`src/rtl/jtarget_skid_buf_pkg.sv`:
```
// Shared definitions for the jump-target skid buffer.
//   JT_WIDTH      : default payload width (jump target field, 26 bits)
//   state_t       : buffer state; the encoding equals the entry count
//   EMPTY/ONE/TWO : the three buffer states
//   st_in_ready   : ready-to-accept for a given state
//   st_out_valid  : output-valid for a given state
package jtarget_skid_buf_pkg;

    localparam int JT_WIDTH = 26;

    typedef logic [1:0] state_t;

    localparam state_t EMPTY = 2'd0;
    localparam state_t ONE   = 2'd1;
    localparam state_t TWO   = 2'd2;

    function automatic logic st_in_ready(input state_t st);
        return (st != TWO);
    endfunction

    function automatic logic st_out_valid(input state_t st);
        return (st != EMPTY);
    endfunction

endpackage

```
`src/rtl/jtarget_hs_checker.sv`:
```
// Upstream handshake checker for the jump-target skid buffer.
// Flags an offer that was stalled (in_valid & !in_ready) and then either
// withdrawn or altered in the following cycle before being accepted.
// Ports:
//   clk, rst_n  : clock, asynchronous active-low reset
//   flush       : discards the pending-offer tracking (proto_err is kept)
//   in_valid    : upstream offer valid
//   in_ready    : buffer ready as seen by upstream
//   in_data     : upstream payload
//   proto_err   : sticky violation flag, cleared only by reset
module jtarget_hs_checker
    import jtarget_skid_buf_pkg::*;
#(
    parameter int WIDTH = JT_WIDTH
) (
    input  logic             clk,
    input  logic             rst_n,
    input  logic             flush,
    input  logic             in_valid,
    input  logic             in_ready,
    input  logic [WIDTH-1:0] in_data,
    output logic             proto_err
);

    logic             r_pending;
    logic [WIDTH-1:0] r_data;
    logic             r_err;
    logic             w_violation;

    // A stalled offer from the previous cycle must reappear unchanged.
    assign w_violation = r_pending && (!in_valid || (in_data != r_data));

    always_ff @(posedge clk or negedge rst_n) begin
        if (!rst_n) begin
            r_pending <= 1'b0;
            r_data    <= '0;
            r_err     <= 1'b0;
        end else if (flush) begin
            // Redirect: whatever upstream was offering is moot now.
            r_pending <= 1'b0;
        end else begin
            r_pending <= in_valid && !in_ready;
            r_data    <= in_data;
            if (w_violation) begin
                r_err <= 1'b1;
            end
        end
    end

    assign proto_err = r_err;

endmodule

```
`src/rtl/jtarget_skid_buf.sv`:
```
// Two-entry elastic (skid) buffer on the 26-bit jump-target path.
// Accepts targets from upstream with valid/ready and presents them in FIFO
// order to the fetch/PC-select logic. in_ready, out_valid and out_data are
// all driven straight from registers; full throughput is kept by the skid
// register absorbing the one entry that arrives while the output stalls.
// Ports:
//   clk, rst_n          : clock, asynchronous active-low reset
//   flush               : drop all held entries (branch redirect)
//   in_valid/in_ready   : upstream handshake (in_ready registered)
//   in_data             : upstream target
//   out_valid/out_ready : downstream handshake (out_valid registered)
//   out_data            : oldest held entry (registered)
//   occupancy           : number of held entries, 0..2
//   proto_err           : sticky upstream handshake violation
module jtarget_skid_buf
    import jtarget_skid_buf_pkg::*;
#(
    parameter int WIDTH = JT_WIDTH
) (
    input  logic             clk,
    input  logic             rst_n,
    input  logic             flush,
    input  logic             in_valid,
    output logic             in_ready,
    input  logic [WIDTH-1:0] in_data,
    output logic             out_valid,
    input  logic             out_ready,
    output logic [WIDTH-1:0] out_data,
    output logic [1:0]       occupancy,
    output logic             proto_err
);

    state_t           r_state;
    logic             r_in_ready;
    logic             r_out_valid;
    logic [WIDTH-1:0] r_main;
    logic [WIDTH-1:0] r_skid;

    state_t           w_state_next;
    logic             w_accept;
    logic             w_pop;
    logic             w_main_from_in;
    logic             w_main_from_skid;
    logic             w_skid_from_in;

    assign w_accept = in_valid && r_in_ready;
    assign w_pop    = r_out_valid && out_ready;

    always_comb begin
        w_state_next     = r_state;
        w_main_from_in   = 1'b0;
        w_main_from_skid = 1'b0;
        w_skid_from_in   = 1'b0;

        unique case (r_state)
            EMPTY: begin
                if (w_accept) begin
                    w_state_next   = ONE;
                    w_main_from_in = 1'b1;
                end
            end
            ONE: begin
                if (w_accept && w_pop) begin
                    w_main_from_in = 1'b1;
                end else if (w_accept) begin
                    // Output stalled: park the newcomer behind the head.
                    w_state_next   = TWO;
                    w_skid_from_in = 1'b1;
                end else if (w_pop) begin
                    w_state_next   = EMPTY;
                end
            end
            TWO: begin
                // in_ready is low here, so only a pop can happen.
                if (w_pop) begin
                    w_state_next     = ONE;
                    w_main_from_skid = 1'b1;
                end
            end
            default: begin
                w_state_next = EMPTY;
            end
        endcase

        // Redirect wins over any same-cycle transfer; storage is left as is.
        if (flush) begin
            w_state_next     = EMPTY;
            w_main_from_in   = 1'b0;
            w_main_from_skid = 1'b0;
            w_skid_from_in   = 1'b0;
        end
    end

    always_ff @(posedge clk or negedge rst_n) begin
        if (!rst_n) begin
            r_state     <= EMPTY;
            r_in_ready  <= 1'b0;
            r_out_valid <= 1'b0;
            r_main      <= '0;
            r_skid      <= '0;
        end else begin
            r_state     <= w_state_next;
            // Handshake outputs are precomputed from the next state so they
            // come directly from flops.
            r_in_ready  <= st_in_ready(w_state_next);
            r_out_valid <= st_out_valid(w_state_next);
            if (w_main_from_in) begin
                r_main <= in_data;
            end else if (w_main_from_skid) begin
                r_main <= r_skid;
            end
            if (w_skid_from_in) begin
                r_skid <= in_data;
            end
        end
    end

    assign in_ready  = r_in_ready;
    assign out_valid = r_out_valid;
    assign out_data  = r_main;
    assign occupancy = r_state;

    jtarget_hs_checker #(
        .WIDTH (WIDTH)
    ) u_hs_checker (
        .clk       (clk),
        .rst_n     (rst_n),
        .flush     (flush),
        .in_valid  (in_valid),
        .in_ready  (r_in_ready),
        .in_data   (in_data),
        .proto_err (proto_err)
    );

endmodule

```
`config.mk`:
```
export PLATFORM = sky130hd
export DESIGN_NAME = jtarget_skid_buf
export DESIGN_NICKNAME = d
export VERILOG_FILES = /design/src/rtl/jtarget_skid_buf_pkg.sv /design/src/rtl/jtarget_hs_checker.sv /design/src/rtl/jtarget_skid_buf.sv
export SDC_FILE = /design/constraint.sdc
export NUM_CORES = 1
export LEC_CHECK = 0
export CORE_MARGIN = 4
export CORE_UTILIZATION = 58
export CTS_CLUSTER_DIAMETER = 60
export CTS_CLUSTER_SIZE = 20
export DETAILED_ROUTE_END_ITERATION = 12
export PLACE_DENSITY = 0.85
export SYNTH_ARGS = -nofsm -noshare
export SYNTH_HDL_FRONTEND = slang
export SYNTH_HIERARCHICAL = 1
export SYNTH_SLANG_ARGS = --single-unit
```
`constraint.sdc`:
```
create_clock -name clk -period 4.37 [get_ports clk]
set_input_delay 0.6555 -clock clk [delete_from_list [all_inputs] [get_ports clk]]
set_output_delay 0.6555 -clock clk [all_outputs]
set_load 0.03 [all_outputs]
```
==> run metrics <==
status completed; Synth area leader dfrtp_1; critical-path cell list clkdlybuf4s50_1 -> and4b_1 -> nand3b_1 -> a31oi_1; Crit-path slowest cell and4b_1; Layout area overhead 20.7%; CTS tree built; pin count of the biggest net entering global routing 85; Routed wire per std cell 19.6 µm; standard-cell rows 29; setup ws final about 1700 ps; final WL 8880 µm; Async SR Flop Fraction 100%; Final setup violation count 0; PwrDens between 500 and 600 nW/µm²; Crit. End Element register; Clock Skew approximately 7 ps; vias in the first global route between 2000 and 3000; Ant. Diodes 0; Final Cycle Share 60.0%; max-slew violations 0; hold_ws around 480 ps; most common cell in the netlist dfrtp_1; buffer count from post-CTS setup fixing 0; gr usage total 22.7%; drt pass-1 iters 4; H-tree levels 3; Slew @ Worst Pin between 1000 and 1500 ps; mean post-synth cell area ~12 µm²; clk sink count 84; nets 404; Critical Path AT 2880 ps; critical path class in2reg; clk root buf clkbuf_8; Fmax achieved 0.381 GHz; predominant post-synthesis flop cell dfrtp_1; Clock Path Buffers 2; overall power about 2.5 mW; cell internal pwr roughly 1.7 mW; core region area about 6500 µm²; WP data required 4620 ps; Starting Density around 61%; # resized after CTS 0; share of layout cells above drive strength 1 between 10% and 20%; First DRT Iteration DRCs 178; DR vias/cell 6.17; Die W 90.5 µm; DRC 0; total gr overflow 0; Hold Crit Class in2async; Worst Setup Start Kind input pin; setup tns final 0 ps; Seq/Total Area, Yosys a little over half; # hold bufs at CTS 0; top-level port count 62; Die Footprint about 8000 µm²; switch share 31.6%; RSZ-0062 raised after global routing no; Yosys cell types 30; total CTS buffers 9; insertion delay to the later sink of the worst-skew pair 340 ps; Sequential Power Share 45.3%; CTS clock-pin slew for the worst setup and hold paths about 80 ps; first-pass GRT wire length 14900 µm; die height 90.5 µm; Mapped Nets approximately 350; slowest stage delay, CP 1120 ps; warnings from Yosys 6; Gate power share 32.4%; ANT nets after route 0; synthesized flop and latch total 84; Post-Layout Cell Count 454; Clk pwr share roughly 22%; Post-Synthesis Cells 321; maximum vdd drop between 0.0002 and 0.0003 V; Synth top area share 53.3%; Port Buffers 61; Post-synth EDFFs 0; initial antenna violation count 0; LEAKAGE 1.91 nW; cell count after placement 439; Final Hold Violating Endpoints 0; top post-synthesis cells by count dfrtp_1 (84), mux2_2 (32), a31oi_1 (27), nand3b_1 (27), nor3_1 (27); synthesized cell area roughly 3900 µm²; Slew headroom a little over a quarter; Final min period 2620 ps; maximum fanout along the worst path 26; Sw Pwr 801 µW; ranking of synthesized cells by area dfrtp_1 (53%), mux2_2 (9.1%), mux2_4 (7.6%); Max-Cap Viols 0; pre-CTS setup slack about 1400 ps; via count 2801; HPWL after detailed placement 5630 µm; routability cong. 0.748
[power by group through the flow]
stage | sequential (mW) | combinational (mW) | clock (mW)
6_report | 1.15 | 0.820 | 0.564
5_1_grt | 1.17 | 0.874 | 0.607
4_1_cts | 1.14 | 0.826 | 0.573
3_5_place_dp | 1.15 | 0.821 | 0
3_3_place_gp | 1.14 | 0.794 | 0
2_1_floorplan | 1.28 | 0.371 | 0
[routing by layer]
layer  GRT usage, %  wire, µm  up-vias
met5              0         0        -
met4           8.67       119        0
met3           3.92       447       15
met2           36.6      4320       91
met1           30.8      3990     1412
li1               -         -     1283
[layout by cell type (no fill, tap or decap), drive strengths merged]
cell,count
nand4b,1
and4b,1
nor3b,2
mux2,52
xor2,6
nor3,27
o32ai,1
o21ai,26
a21oi,1
a211oi,1
nand2,3
nand4bb,1
xnor2,21
nand4,5
buf,7
nor4,2
a31oi,27
inv,1
clkbuf,14
clkdlybuf4s50,60
a21boi,1
or4b,1
nand3b,27
dfrtp,84
and2,1
bufinv,1
mux2i,1
nand2b,1
or2,1
[flip-flops by register name (all words and copies together), names as in the netlist]
name / cells
out_valid: 1
u_hs_checker/r_pending: 1
in_ready: 1
occupancy: 2
u_hs_checker/r_data: 26
u_hs_checker/proto_err: 1
out_data: 26
r_skid: 26
[cell families (layout without fill, tap and decap cells)]
group / Yosys count / count (layout) / share of synthesized area (%)
flops: 84 / 84 / 53.3
mux: 53 / 53 / 17.0
xor+xnor: 27 / 27 / 5.99
buf+inv: 27 / 83 / 3.52
compound gates: 57 / 57 / 8.40
simple gates: 73 / 73 / 11.8
[area by class of cell]
| type | count | area, µm² |
|---|---|---|
| Sequential cell | 84 | 2100 |
| Fill cell | 431 | 1730 |
| Multi-Input combinational cell | 210 | 1710 |
| Timing Repair Buffer | 67 | 653 |
| Clock buffer | 14 | 173 |
| Tap cell | 77 | 96.3 |
| Clock inverter | 1 | 30.0 |
| Inverter | 1 | 3.75 |
[path summary, 6_finish.rpt]
path,slack [ps],endpoint,from,cells past startpoint
worst max-delay path,1750,out_data[16],flush,4
worst min-delay path,480,u_hs_checker/r_data[13],rst_n,1
worst max register to register,2170,r_skid[19],out_valid,5
worst min register to register,510,r_skid[3],r_skid[3],1
max in group asynchronous,3210,r_skid[19],rst_n,1
min in group clk,510,r_skid[3],r_skid[3],1
[worst max-delay path, delay by kind of cell]
family,cells,cell delay (ps)
AO/OA/AOI/OAI,1,230
buffers and inverters,1,700
AND/OR/NAND/NOR,2,1280
[stage by stage]
stage / util, % / instance area [µm²]
finish: 73.3 / 4760
global placement: 70.2 / 4560
global route: 73.3 / 4760
CTS: 73.3 / 4760
detailed placement: 70.2 / 4560
floorplan: - / 3950
(Power assumes the default switching activity.)
